`config.mk`:
```
export PLATFORM = sky130hd
export DESIGN_NAME = rr_reg_write_arb
export DESIGN_NICKNAME = d
export VERILOG_FILES = /design/src/rtl/rr_reg_write_arb_pkg.sv /design/src/rtl/rr_reg_write_arb_pick.sv /design/src/rtl/rr_reg_write_arb.sv
export SDC_FILE = /design/constraint.sdc
export NUM_CORES = 1
export LEC_CHECK = 0
export ABC_AREA = 1
export CAP_MARGIN = 20
export CORE_UTILIZATION = 51
export CTS_BUF_LIST = sky130_fd_sc_hd__clkbuf_8
export CTS_CLUSTER_SIZE = 24
export DETAILED_ROUTE_END_ITERATION = 10
export HOLD_SLACK_MARGIN = 0.1
export PLACE_DENSITY = 0.95
export REMOVE_ABC_BUFFERS = 1
export SYNTH_ARGS = -nofsm -noshare
export SYNTH_HDL_FRONTEND = slang
export SYNTH_SLANG_ARGS = --single-unit
```
`constraint.sdc`:
```
create_clock -name clk -period 5.77 [get_ports clk]
set_input_delay 0.577 -clock clk [delete_from_list [all_inputs] [get_ports clk]]
set_output_delay 0.577 -clock clk [all_outputs]
set_load 0.005 [all_outputs]
```
`src/rtl/rr_reg_write_arb_pkg.sv`:
```
// rtl/rr_reg_write_arb_pkg.sv - shared macros, FSM encoding and helpers for rr_reg_write_arb
`ifndef WIDTH
`define WIDTH 8
`endif
`ifndef Enable
`define Enable 1'b1
`endif
`ifndef Enable_
`define Enable_ 1'b0
`endif
`ifndef ARB_IDLE
`define ARB_IDLE 1'b0
`endif
`ifndef ARB_HOLD
`define ARB_HOLD 1'b1
`endif

package rr_reg_write_arb_pkg;

  typedef enum logic {
    ST_IDLE = `ARB_IDLE,
    ST_HOLD = `ARB_HOLD
  } arb_state_t;

  localparam int STAT_W = 16;

  // Explicit compare keeps the wrap correct for non-power-of-two NREQ.
  function automatic int wrap_inc(input int idx, input int n);
    return (idx == n - 1) ? 0 : idx + 1;
  endfunction

endpackage

```
`src/rtl/rr_reg_write_arb_pick.sv`:
```
// rtl/rr_reg_write_arb_pick.sv - rr_pick: rotating-priority search over req starting at ptr
module rr_pick #(
  parameter int NREQ = 4,
  parameter int IDXW = $clog2(NREQ)
) (
  input  logic [NREQ-1:0] req,
  input  logic [IDXW-1:0] ptr,
  output logic [NREQ-1:0] gnt,
  output logic            found
);

  logic [IDXW:0]   sum;
  logic [IDXW-1:0] idx;

  always_comb begin
    gnt   = '0;
    found = 1'b0;
    sum   = '0;
    idx   = '0;
    for (int k = 0; k < NREQ; k++) begin
      sum = {1'b0, ptr} + (IDXW+1)'(k);
      if (sum >= (IDXW+1)'(NREQ)) begin
        sum = sum - (IDXW+1)'(NREQ);
      end
      idx = sum[IDXW-1:0];
      if (!found && req[idx]) begin
        gnt[idx] = 1'b1;
        found    = 1'b1;
      end
    end
  end

endmodule

```
`src/rtl/rr_reg_write_arb.sv`:
```
// rtl/rr_reg_write_arb.sv - round-robin write arbiter in front of one shared register
// Optional per-requester grant counters on grant_cnt when ARB_STATS_EN is defined.
module rr_reg_write_arb
  import rr_reg_write_arb_pkg::*;
#(
  parameter int NREQ  = 4,
  parameter int WIDTH = `WIDTH,
  parameter int BURST = 2,
  parameter int IDXW  = $clog2(NREQ)
) (
  input  logic                  clk,
  input  logic                  rst_,
  input  logic [NREQ-1:0]       req,
  input  logic [NREQ*WIDTH-1:0] din,
  output logic [NREQ-1:0]       gnt,
  output logic [WIDTH-1:0]      q,
  output logic [IDXW-1:0]       owner,
  output logic                  wr_stb
`ifdef ARB_STATS_EN
  ,
  output logic [NREQ*16-1:0]    grant_cnt
`endif
);

  localparam int CNTW = $clog2(BURST + 1);

  arb_state_t      state, state_n;
  logic [IDXW-1:0] ptr, ptr_n, owner_n, win_idx;
  logic [CNTW-1:0] cnt, cnt_n;
  logic [NREQ-1:0] pick_gnt;
  logic            pick_found;
  logic            hold_ok;
  logic            load_en;
  logic [WIDTH-1:0] din_sel;

  rr_pick #(
    .NREQ (NREQ),
    .IDXW (IDXW)
  ) u_pick (
    .req   (req),
    .ptr   (ptr),
    .gnt   (pick_gnt),
    .found (pick_found)
  );

  assign hold_ok = (state == ST_HOLD) && req[owner] && (cnt < CNTW'(BURST));

  always_comb begin
    state_n = state;
    ptr_n   = ptr;
    cnt_n   = cnt;
    owner_n = owner;
    gnt     = '0;
    win_idx = '0;
    din_sel = '0;

    if (rst_ != `Enable_) begin
      if (hold_ok) begin
        gnt[owner] = 1'b1;
      end else begin
        gnt = pick_gnt;
      end
    end

    for (int i = 0; i < NREQ; i++) begin
      if (gnt[i]) begin
        win_idx = IDXW'(i);
        din_sel = din[i*WIDTH +: WIDTH];
      end
    end
    load_en = |gnt;

    // A spent or abandoned burst falls straight into a fresh pick this cycle.
    if (hold_ok) begin
      cnt_n = cnt + CNTW'(1);
    end else if (load_en) begin
      owner_n = win_idx;
      ptr_n   = IDXW'(wrap_inc(int'(win_idx), NREQ));
      cnt_n   = CNTW'(1);
      state_n = (BURST > 1) ? ST_HOLD : ST_IDLE;
    end else begin
      state_n = ST_IDLE;
    end
  end

  always_ff @(posedge clk or negedge rst_) begin
    if (rst_ == `Enable_) begin
      state  <= ST_IDLE;
      ptr    <= '0;
      cnt    <= '0;
      owner  <= '0;
      wr_stb <= 1'b0;
    end else begin
      state  <= state_n;
      ptr    <= ptr_n;
      cnt    <= cnt_n;
      owner  <= owner_n;
      wr_stb <= load_en;
    end
  end

  always_ff @(posedge clk or negedge rst_) begin
    if (rst_ == `Enable_) begin
      q <= '0;
    end else if (load_en) begin
      q <= din_sel;
    end
  end

`ifdef ARB_STATS_EN
  logic [STAT_W-1:0] stat_cnt [NREQ];

  always_ff @(posedge clk or negedge rst_) begin
    if (rst_ == `Enable_) begin
      for (int i = 0; i < NREQ; i++) begin
        stat_cnt[i] <= '0;
      end
    end else begin
      for (int i = 0; i < NREQ; i++) begin
        if (gnt[i] && (stat_cnt[i] != {STAT_W{1'b1}})) begin
          stat_cnt[i] <= stat_cnt[i] + STAT_W'(1);
        end
      end
    end
  end

  always_comb begin
    grant_cnt = '0;
    for (int i = 0; i < NREQ; i++) begin
      grant_cnt[i*16 +: 16] = stat_cnt[i];
    end
  end
`endif

endmodule

```
After elaboration in Yosys (flattened, before gate mapping)
Index checks and enable logic that the tools add are counted.
{"block": "word_totals", "elab_cells": 95, "input_bits": 38, "register_bits": 16, "output_inout_bits": 15}
{"block": "classes", "order_cmp": 15, "mux": 44, "reduce_logical": 16, "n_addsub": 9, "n_eq_ne": 1, "n_bitwise": 4}
{"op": "8-bit two-way mux", "n": 4}
{"op": "4-bit two-way mux", "n": 6}
{"op": "2-bit two-way mux", "n": 9}
{"op": "2-bit by 3-bit less-than comparator with 1-bit output (second input constant)", "n": 5}
{"op": "1-bit two-way mux", "n": 15}
{"op": "4-bit OR", "n": 3}
{"op": "1-bit binary-select mux with 2-bit select", "n": 5}
{"op": "1-bit demux with 2-bit select", "n": 5}
{"op": "2-bit by 1-bit greater-or-equal comparator with 1-bit output (second input constant)", "n": 5}
{"op": "1-bit logical AND", "n": 10}
{"op": "3-bit greater-or-equal comparator (second input constant)", "n": 3}
{"op": "2-bit by 1-bit subtractor with 2-bit output (second input constant)", "n": 4}
{"op": "2-bit by 2-bit adder with 3-bit output (second input constant)", "n": 2}
{"op": "2-bit by 1-bit adder with 2-bit output (second input constant)", "n": 2}
{"op": "4-bit OR reduction", "n": 1}
{"op": "2-bit by 1-bit adder with 3-bit output (second input constant)", "n": 1}
{"op": "2-bit by 3-bit greater-or-equal comparator with 1-bit output (second input constant)", "n": 1}
{"op": "1-bit zero test", "n": 3}
{"op": "2-bit by 1-bit == test with 1-bit output (second input constant)", "n": 1}
{"op": "2-bit less-than comparator (second input constant)", "n": 1}
{"op": "2-bit AND reduction", "n": 1}
{"op": "2-bit nonzero test", "n": 1}
{"op": "1-bit NOT", "n": 1}

Logic depth before layout (Yosys ltp)
{"block": "logic_depth", "word_depth": 21, "mapped_depth": 17, "mapped_depth_nobuf": 17}

Modules after synthesis
A second synthesis with hierarchy kept.
{"block": "hier_totals", "cells_unflattened": 261, "area_unflattened_um2": 1625.3}
{"module": "rr_reg_write_arb", "cells_per_inst": 185, "n_inst": 1, "area_each_um2": 1206.2, "seq_area_each_um2": 400.4}
{"module": "rr_pick", "cells_per_inst": 76, "n_inst": 1, "area_each_um2": 419.2, "seq_area_each_um2": 0.0}

Least setup slack after synthesis
No wires, ideal clock.
{"block": "synth_path", "path_kind": "reg-to-output", "start": "reg ptr[0]", "end": "out gnt[2]", "arrival_ps": 1883, "slack_ps": 3310, "required_time_ps": 5193, "path_stages_with_launch": 14, "path_cell_list": "dfrtp_1 > buf_4 > inv_4 > ha_1 > inv_1 > nand3_1 > nand2_1 > nand2_1 > nor2_2 > nand2_1 > nand3_4 > nand2_4 > buf_4 > inv_1"}
{"block": "synth_via", "elab_chain_len": 16}
{"item": "start, declared", "line_no": "rr_reg_write_arb.sv:28", "text": "logic [IDXW-1:0] ptr, ptr_n, owner_n, win_idx;"}
{"item": "start signal, assigned", "line_no": "rr_reg_write_arb.sv:95", "text": "ptr <= ptr_n;"}
{"item": "branches (longest 13 deep; another with 2-bit by 1-bit adder with 3-bit output)"}
{"item": "4-bit two-way mux *", "line_no": "rr_reg_write_arb_pick.sv:26", "text": "if (!found && req[idx]) begin"}
{"item": "4-bit two-way mux *", "line_no": "rr_reg_write_arb.sv:58", "text": "if (hold_ok) begin"}
{"item": "4-bit two-way mux *", "line_no": "rr_reg_write_arb.sv:57", "text": "if (rst_ != `Enable_) begin"}
{"item": "end, declared", "line_no": "rr_reg_write_arb.sv:15", "text": "output logic [NREQ-1:0] gnt,"}
Mark *: on every way between the ends. The select of a mux whose other input is x is not followed.

Final worst setup path
{"block": "layout_path", "start": "reg ptr[0]", "end": "out gnt[3]"}
Same word-level chain as after synthesis.

==> flow_metrics.py <==
metrics = {
    "status": {
        "outcome": "complete, but fails checks",
        "violations": "DRC",
    },
    "floorplan": {
        "chipWidth_microns": 57.6,
        "dieArea_sq_um": 3310,
        "ioPinCount": 53,
        "start_util_pct": 55.6,
        "row_count": 19,
        "die_y_microns": 57.6,
        "coreArea_sq_um": 2830,
    },
    "timing": {
        "worstMarginPinSlew_ns": 0.736,
        "setup_tns_ns": 0,
        "finalCriticalPeriod_ns": 3.89,
        "maxSlewHeadroom_pct": 50.8,
        "timing.hold.ws_ns": 0.473,
        "hold_violations": 0,
        "worst_slack_ns": 1.88,
        "rsz0062_at_grt": "no",
        "period_share_pct": 67.5,
        "maxSlewViolCount": 0,
        "fmax_mhz": 257,
        "skew_ns": 0.00535,
        "finalSetupViolations": 0,
    },
    "yosys": {
        "ys_types": 21,
        "yosys.area.top_type": "dfrtp_1",
        "synth.area.top_cells": "dfrtp_1 25%, nand2_1 23%, nand3_1 14%, inv_1 8.6%, ha_1 5.6%",
        "syn_inst": 260,
        "yosysTopAreaCellShare_pct": 25.4,
        "syn_area_sq_um": 1570,
        "synth_area_per_cell_sq_um": 6.05,
        "yosysWarnings": 0,
        "synth.ff_latch_count": 16,
        "synth-seq-area-share_pct": 25.4,
    },
    "placed_design": {
        "dp_hpwl_mm": 3.19,
        "gp_congestion": 1.04,
        "dp.cells": 337,
        "portBuffers": 52,
        "post-place-ws_ns": 2.08,
        "placed_area_sq_um": 2090,
    },
    "clock_network": {
        "cts_resized": 0,
        "clk_path_buf_depth": 2,
        "cts_root_buffer": "clkbuf_8",
        "cts_tree": "yes",
        "clk_latency_ns": 0.25,
        "post-cts-setup-buffer-count": 0,
        "clk_pin_slew_ns": 0.07,
        "cts_buffers": 3,
        "clkSinkCount": 16,
        "hold_buffers": 0,
        "cts-htree-levels": 1,
    },
    "final_layout": {
        "nNetsFinal": 356,
        "drive_above_1_share_pct": 8.06,
        "layout_commonest_cell": "nand2_1",
        "final_cell_mix": "98 x nand2_1, 52 x clkdlybuf4s50_1, 45 x nand3_1",
        "num_antenna_cells": 0,
        "area_growth_pct": 36.2,
        "utilization_pct": 75.8,
        "final_cell_area_sq_um": 2140,
        "finalNonFillerCells": 341,
    },
    "power": {
        "pwr-share-seq_pct": 17.8,
        "cellLeakagePower_nw": 1.18,
        "p_comb_share_pct": 74.5,
        "power.total_mw": 1.30,
        "power.switching_uw": 689,
        "peakVddDrop_v": 0.000454,
        "p_clk_share_pct": 7.7,
        "powerDensity_nw_per_um2": 605,
        "p_int_uw": 608,
        "p_sw_share_pct": 53.1,
    },
    "detailed_routing": {
        "route.vias.total": 1801,
        "wl_mm": 4.38,
        "drc_errors": 3,
        "firstDrtPassIters": 7,
        "drt-vias-per-instance": 5.28,
        "wl_per_cell_microns": 12.8,
        "route.antenna.remaining_nets": 0,
        "initialDrtViolationCount": 121,
    },
    "setup_path": {
        "cp-start-kind": "register",
        "cp_max_fo": 21,
        "worstPathArrival_ns": 3.32,
        "worst_setup_path_end_kind": "output port",
        "criticalPathCategory": "register to output port",
        "cp.required_ns": 5.19,
    },
    "global_route": {
        "track_usage_pct": 29.2,
        "antenna_found_initial": 0,
        "grt_max_degree": 22,
        "grt_first_pass_wirelength_mm": 7.50,
        "grt_pass1_vias": 1685,
        "gr-total-overflow": 0,
    },
    "job": {
        "max_cap_violations": 0,
    },
    "hold_path": {
        "hp-class": "register to register",
    },
}
-- metal layers --
layer  vias up  track usage, %  share of wire (%)
met4         0            8.36                1.7
met3        10            6.35                7.2
met5         -               0                  0
met2        79            48.3                 50
met1       815            38.2                 42
li1        897               -                  -
-- power by group through the flow --
stage	sequential, mW	combinational [mW]	clock (mW)
2_1_floorplan	0.226	0.650	0
3_3_place_gp	0.229	0.929	0
3_5_place_dp	0.231	0.950	0
4_1_cts	0.230	0.962	0.101
5_1_grt	0.238	1.10	0.105
6_report	0.231	0.967	0.0997
-- final cells by class --
type	instances	area (sq um)
clock buffers	4	55.1
fillers	209	686
inverters	42	163
multi-input cells	195	958
flip-flops and latches	16	400
well taps	31	38.8
repair buffers	53	528
-- critical path, stage by stage (launching register included) --
cell,delay [ns]
dfrtp_1,0.62
inv_4,0.12
ha_1,0.36
inv_1,0.11
nand3_1,0.08
nand2_1,0.06
nand2_1,0.07
nor2_2,0.17
nand2_1,0.07
nand3_1,0.08
nand3_1,0.52
inv_1,0.26
clkdlybuf4s50_1,0.54
-- flip-flops by register name, indices dropped and copies added (netlist names) --
signal and flops:
cnt 2, wr_stb 1, q 8, ptr 2, owner 2, state 1
-- synth_stat cells --
cell      n
buf_2     3
o21ai_0   4
dfrtp_1  16
ha_1      7
nor2_2    1
nand2_4   2
inv_1    36
buf_6     2
nand2_1  98
nand2_2   3
nor2_4    2
nand3_1  45
nand3_4   1
a21oi_2   1
or2_0     5
nand3_2   4
or2_1     3
inv_2     4
buf_4     2
inv_4     2
nor2_1   19
-- final timing paths --
kind	from	end	slack (ns)	depth (start not counted)
max in group asynchronous	rst_	cnt[1]$_DFFE_PN0P_	4.92	2
min in group asynchronous	rst_	owner[1]$_DFFE_PN0P_	0.65	2
min reg2reg	cnt[1]$_DFFE_PN0P_	cnt[1]$_DFFE_PN0P_	0.47	2
min	cnt[1]$_DFFE_PN0P_	cnt[1]$_DFFE_PN0P_	0.47	2
max reg2reg	ptr[0]$_DFFE_PN0P_	owner[1]$_DFFE_PN0P_	2.67	15
max	ptr[0]$_DFFE_PN0P_	gnt[3]	1.88	12
-- kinds of logic after synthesis --
| family | synth area share [%] |
|---|---|
| fa+ha+maj | 5.56 |
| simple gates | 53.5 |
| buf+inv | 13.7 |
| compound gates | 1.83 |
| flops | 25.4 |
Note: power is estimated with default switching activity, not from simulation.
